`src/rtl/boa_extmem_rom_if.sv`:
```
// Bus bundle for the external-ROM boa_mem_bus port.
// The initiator drives the request side and the ROM responder drives ready/rdata.
interface boa_extmem_rom_if #(
    parameter int ALEN = 19
) ();
    logic            re;
    logic [3:0]      we;
    logic [ALEN-1:0] addr;
    logic [31:0]     wdata;
    logic            ready;
    logic [31:0]     rdata;

    modport master (
        output re, we, addr, wdata,
        input  ready, rdata
    );

    modport slave (
        input  re, we, addr, wdata,
        output ready, rdata
    );
endinterface

```
`src/rtl/boa_extmem_rom.sv`:
```
// External-ROM responder: assembles 32-bit words from a byte-wide async ROM with wait states,
// and serves repeated reads of the last fetched word from a one-entry buffer.
module boa_extmem_rom #(
    parameter int ALEN        = 19,
    parameter int WAIT_STATES = 2,
    parameter bit BUF_EN      = 1'b1
) (
    input  logic                  clk,
    input  logic                  rst,
    boa_extmem_rom_if.slave       bus,
    output logic [ALEN-1:0]       rom_addr,
    output logic                  rom_oe,
    input  logic [7:0]            rom_rdata
);

    typedef enum logic [0:0] {
        IDLE  = 1'b0,
        FETCH = 1'b1
    } state_t;

    state_t          state;
    logic            buf_valid;
    logic [ALEN-3:0] buf_tag;
    logic [31:0]     buf_data;
    logic [ALEN-3:0] tag;
    logic [1:0]      byte_idx;
    logic [3:0]      wait_cnt;
    logic            hit;

    // Writes and the byte offset never influence the response; kept only so nothing dangles.
    logic unused_bits;
    assign unused_bits = ^{bus.we, bus.wdata, bus.addr[1:0]};

    assign hit = buf_valid && (bus.addr[ALEN-1:2] == buf_tag);

    // In IDLE, only a missing read stalls; writes and idle cycles complete immediately.
    always_comb begin
        bus.ready = 1'b0;
        bus.rdata = 32'h0;
        if (state == IDLE) begin
            if (bus.re) begin
                bus.ready = hit;
                if (hit) begin
                    bus.rdata = buf_data;
                end
            end else begin
                bus.ready = 1'b1;
            end
        end
    end

    always_ff @(posedge clk) begin
        if (rst) begin
            state     <= IDLE;
            buf_valid <= 1'b0;
            buf_tag   <= '0;
            buf_data  <= 32'h0;
            tag       <= '0;
            byte_idx  <= 2'd0;
            wait_cnt  <= 4'd0;
            rom_addr  <= '0;
            rom_oe    <= 1'b0;
        end else begin
            case (state)
                IDLE: begin
                    if (bus.re) begin
                        if (hit) begin
                            if (!BUF_EN) begin
                                buf_valid <= 1'b0;
                            end
                        end else begin
                            tag      <= bus.addr[ALEN-1:2];
                            byte_idx <= 2'd0;
                            wait_cnt <= 4'(WAIT_STATES);
                            rom_addr <= {bus.addr[ALEN-1:2], 2'b00};
                            rom_oe   <= 1'b1;
                            state    <= FETCH;
                        end
                    end
                end
                FETCH: begin
                    // The ROM byte is sampled on the last cycle of its address window.
                    if (wait_cnt == 4'd0) begin
                        buf_data[8*byte_idx +: 8] <= rom_rdata;
                        if (byte_idx == 2'd3) begin
                            buf_tag   <= tag;
                            buf_valid <= 1'b1;
                            rom_oe    <= 1'b0;
                            state     <= IDLE;
                        end else begin
                            byte_idx <= byte_idx + 2'd1;
                            rom_addr <= rom_addr + 1'b1;
                            wait_cnt <= 4'(WAIT_STATES);
                        end
                    end else begin
                        wait_cnt <= wait_cnt - 4'd1;
                    end
                end
                default: state <= IDLE;
            endcase
        end
    end

endmodule

```
`src/flat_wrapper.sv`:
```
// flat-port wrapper written by rule: the top's interface ports become plain ports
module boa_extmem_rom_flat 
#(
    parameter int ALEN        = 19,
    parameter int WAIT_STATES = 2,
    parameter bit BUF_EN      = 1'b1
)
  (clk, rst, rom_addr, rom_oe, rom_rdata, bus_re, bus_we, bus_addr, bus_wdata, bus_ready, bus_rdata);
  boa_extmem_rom_if #(.ALEN(ALEN)) bus_i ();
  input  logic clk;
  input  logic rst;
  output logic [ALEN-1:0] rom_addr;
  output logic rom_oe;
  input  logic [7:0] rom_rdata;
  input wire logic [$bits(bus_i.re)-1:0] bus_re;
  input wire logic [$bits(bus_i.we)-1:0] bus_we;
  input wire logic [$bits(bus_i.addr)-1:0] bus_addr;
  input wire logic [$bits(bus_i.wdata)-1:0] bus_wdata;
  output wire logic [$bits(bus_i.ready)-1:0] bus_ready;
  output wire logic [$bits(bus_i.rdata)-1:0] bus_rdata;
  assign bus_i.re = bus_re;
  assign bus_i.we = bus_we;
  assign bus_i.addr = bus_addr;
  assign bus_i.wdata = bus_wdata;
  assign bus_ready = bus_i.ready;
  assign bus_rdata = bus_i.rdata;
  boa_extmem_rom #(.ALEN(ALEN), .WAIT_STATES(WAIT_STATES), .BUF_EN(BUF_EN)) u_core (.clk(clk), .rst(rst), .bus(bus_i), .rom_addr(rom_addr), .rom_oe(rom_oe), .rom_rdata(rom_rdata));
endmodule
```
`config.mk`:
```
export PLATFORM = sky130hd
export DESIGN_NAME = boa_extmem_rom_flat
export DESIGN_NICKNAME = d
export VERILOG_FILES = /design/src/rtl/boa_extmem_rom_if.sv /design/src/rtl/boa_extmem_rom.sv /design/src/flat_wrapper.sv
export SDC_FILE = /design/constraint.sdc
export NUM_CORES = 1
export LEC_CHECK = 0
export CORE_MARGIN = 2
export CORE_UTILIZATION = 53
export CTS_BUF_LIST = sky130_fd_sc_hd__clkbuf_8 sky130_fd_sc_hd__clkbuf_16
export CTS_CLUSTER_DIAMETER = 150
export DETAILED_ROUTE_END_ITERATION = 7
export PLACE_DENSITY = 0.89
export REMOVE_ABC_BUFFERS = 1
export SYNTH_ARGS = -nofsm -noshare
export SYNTH_HDL_FRONTEND = slang
export SYNTH_SLANG_ARGS = --single-unit
```
`constraint.sdc`:
```
create_clock -name clk -period 4.4 [get_ports clk]
set_input_delay 0.44 -clock clk [delete_from_list [all_inputs] [get_ports clk]]
set_output_delay 0.44 -clock clk [all_outputs]
set_load 0.02 [all_outputs]
```
==> impl_metrics.py <==
metrics = {
    "status": {
        "run_status": "finished, final reports clean",
    },
    "clock_tree": {
        "cts_resized": 0,
        "cts.sinks": 94,
        "cts_made_buffers": 9,
        "cts_root_buf": "clkbuf_8",
        "cts_tree": "built",
        "clk_path_buf_depth": 2,
        "post_cts.repair.setup_buffers": 0,
        "cts_hold_buf": 0,
        "path_clk_slew_ns": 0.08,
        "htree_num_levels": 3,
        "clk_latency_ns": 0.36,
    },
    "power": {
        "power_frac_comb_pct": 14.3,
        "p_leak_nw": 1.94,
        "p_clk_share_pct": 34.6,
        "p_int_mw": 1.32,
        "p_sw_mw": 0.468,
        "powerDensity_mw_per_mm2": 321,
        "power_frac_seq_pct": 51.1,
        "report.power.total_mw": 1.79,
        "ir_worst_vdd_mv": 0.217,
        "swShare_pct": 26.2,
    },
    "route": {
        "drt-initial-drc-count": 245,
        "wl_per_cell_um": 15.5,
        "top_layer_used": "met4",
        "wl_met3_um": 845,
        "vias_per_cell": 5.77,
        "num_vias": 4211,
        "route.met2.wl_um": 5520,
        "antenna_left": 0,
        "dr.pass1.iters": 5,
        "wl_met1_um": 4720,
        "post-route-drc-count": 0,
        "wl_um": 11300,
    },
    "critical_path": {
        "path_cells": "clkdlybuf4s50_1 > xnor2_1 > nand4_1 > nor2_1 > nand2_2 > nor2_2 > buf_4 > and2_1 > clkdlybuf4s50_1",
        "cp_common_cell": "clkdlybuf4s50_1",
        "slowest_delay_ns": 0.60,
        "crit_arrival_ns": 3.03,
        "r2r_cells": 8,
        "cp-start-kind": "input port",
        "end_kind": "primary output",
        "crit_type": "input port to primary output",
        "worst-endpoint-required_ns": 3.96,
        "reg2reg_from": "u_core.wait_cnt[0]",
        "reg2reg_slack_ns": 1.97,
        "crit_fanout": 32,
        "slowest_stage": "clkdlybuf4s50_1",
        "r2r-end": "u_core.wait_cnt[1]",
    },
    "global_route": {
        "grt_pass1_vias": 3920,
        "grt_pass1_wl_um": 18800,
        "antenna_found_initial": 0,
        "overflow": 0,
        "grt_max_degree": 56,
        "track_usage_pct": 24.1,
    },
    "floorplan": {
        "dieHeight_um": 97.1,
        "core_area_mm2": 0.00830,
        "dieArea_mm2": 0.00942,
        "start_util_pct": 55.3,
        "boundaryPins": 119,
        "die_w_um": 97.1,
        "rows": 33,
    },
    "final_layout": {
        "final_layout_size_suffix_gt1_share_pct": 5.92,
        "num_antenna_cells": 0,
        "n_fill_cell": 673,
        "layout.nets": 695,
        "synthToLayoutAreaGrowth_pct": 21.3,
    },
    "synthesis": {
        "synth-edff-count": 0,
        "yosysWarnings": 0,
        "yosysUniqueCellTypes": 51,
        "synth_flop_cell": "dfxtp_1",
        "async_reset_ff_share_pct": 0,
        "synth.avg_cell_area_um2": 8.23,
        "syn_area_mm2": 0.00459,
        "ys_ff_latch": 94,
        "ys_seq_area_share_pct": 41.0,
        "postSynthCellCount": 558,
    },
    "hold_path": {
        "worstHoldStart": "u_core.buf_data[24]",
        "hold_class": "flop to flop",
        "holdPathEnd": "u_core.buf_data[24]",
        "whs_path_depth": 2,
    },
    "sta": {
        "finalHoldViolations": 0,
        "maxSlewViolCount": 0,
        "rsz0062_at_grt": "no",
        "fin_crit_sh_pct": 78.8,
        "fin_crit_ns": 3.47,
        "relSlewSlack_pct": 30.6,
        "setup_viol": 0,
        "clock.fmax_mhz": 288,
        "fin_skew_ns": 0.0145,
        "tightest_slew_ns": 1.04,
        "tns_ns": 0,
    },
    "place": {
        "io_buffer_count": 80,
        "gp_congestion": 0.817,
        "dpl.hpwl_um": 7890,
    },
    "job": {
        "maxCapViolations": 0,
    },
}
-- routing by layer --
metal | vias up | global-route usage (%)
li1 | 2052 | -
met1 | 1958 | 30.3
met2 | 182 | 41.1
met3 | 19 | 3.96
met4 | 0 | 9.53
met5 | - | 0
-- metrics by stage --
stage          utilization [%]  area [um2]  setup WS [ns]  hold WS (ns)  instances
3_5_place_dp              64.5        5350          0.924         0.441        714
2_1_floorplan                -        4390           1.86         0.421        524
3_3_place_gp              64.5        5350          0.995         0.435        714
6_report                  67.1        5570          0.931         0.451        730
4_1_cts                   67.1        5570          0.926         0.451        730
5_1_grt                   67.1        5570          0.751         0.465        730
-- cell families after synthesis --
group / after synthesis / synth area share (%)
buffers and inverters: 41 / 4.96
AOI/OAI and AO/OA: 118 / 16.6
adders and majority gates: 9 / 2.45
and+or+nand+nor: 261 / 27.9
muxes: 18 / 3.92
DFF: 94 / 41.0
xor gates and xnor gates: 17 / 3.24
-- cells in the mapped netlist (4+ instances only) --
cell type,count,area (um2)
nand2_1,96,360
dfxtp_1,94,1880
a21oi_1,80,400
nand3_1,41,205
and2_1,38,238
nor2_1,38,143
mux2i_1,18,180
xnor2_1,17,149
clkbuf_1,14,52.6
nor3_1,12,60.1
ha_1,9,113
o21ai_0,9,45.0
buf_2,8,40.0
o32ai_2,8,130
buf_6,7,78.8
inv_1,6,22.5
nand4_1,5,31.3
and3_1,4,25.0
-- layout by cell type (no fill, tap or decap), types with 2 or more instances in the layout --
cell / synthesis / final
o32ai_2: 8 / 8
inv_1: 6 / 8
nor2b_1: 3 / 3
nand3_1: 41 / 41
nand3b_1: 2 / 2
buf_4: 3 / 5
nor3_4: 2 / 2
xnor2_1: 17 / 17
and3_1: 4 / 4
nor4_1: 2 / 2
nand4b_1: 2 / 2
o31ai_1: 2 / 2
mux2i_1: 18 / 18
bufinv_16: 0 / 2
a21oi_1: 80 / 80
clkinv_2: 0 / 2
clkdlybuf4s50_1: 0 / 79
nor2_2: 3 / 3
ha_1: 9 / 9
nand2_1: 96 / 96
a311oi_1: 2 / 2
nor3_1: 12 / 12
dfxtp_1: 94 / 94
a21oi_2: 2 / 2
and2_1: 38 / 38
and4_1: 2 / 2
clkbuf_8: 0 / 10
or3_1: 2 / 2
a21o_1: 3 / 3
a31oi_1: 2 / 2
o21ai_0: 9 / 9
nand4_1: 5 / 5
nor3b_1: 3 / 3
nor2_1: 38 / 38
-- how the worst max path moves through the flow --
stage,start,to,slack (ns),cells after the start
CTS,bus_addr[15],bus_rdata[26],0.93,9
finish,bus_addr[15],bus_rdata[18],0.93,9
global placement,bus_addr[15],bus_rdata[18],1.0,9
global route,bus_addr[15],bus_rdata[28],0.75,9
floorplan,u_core.state,u_core.tag[0],1.86,5
detailed placement,bus_addr[15],bus_rdata[26],0.92,9
-- flip-flops by register name (all words and copies together) (netlist names) --
signal	cells
u_core.buf_data	32
u_core.buf_tag	17
u_core.byte_idx	2
u_core.rom_oe	1
u_core.tag	17
u_core.buf_valid	1
u_core.wait_cnt	4
u_core.rom_addr	19
u_core.state	1
-- area by class of cell --
cell class	instances	area [um2]	area share (%)
Tap cell	105	131	2.36
Inverter	7	26.3	0.472
Clock buffer	10	138	2.47
Multi-Input combinational cell	423	2480	44.6
Timing Repair Buffer	85	833	15.0
Sequential cell	94	1880	33.8
Clock inverter	6	77.6	1.39
-- power groups by stage --
stage / combinational, mW / clock [mW] / sequential (mW)
2_1_floorplan: 0.121 / 0 / 0.943
3_3_place_gp: 0.242 / 0 / 0.928
3_5_place_dp: 0.251 / 0 / 0.930
4_1_cts: 0.254 / 0.626 / 0.910
5_1_grt: 0.278 / 0.661 / 0.917
6_report: 0.256 / 0.618 / 0.912
-- worst max-delay path: cells and delay by family --
family	cells	cell delay [ns]
xor gates and xnor gates	1	0.29
buffers and inverters	3	1.36
and+or+nand+nor	5	0.93
No activity file was read; power rests on OpenSTA's default activity.
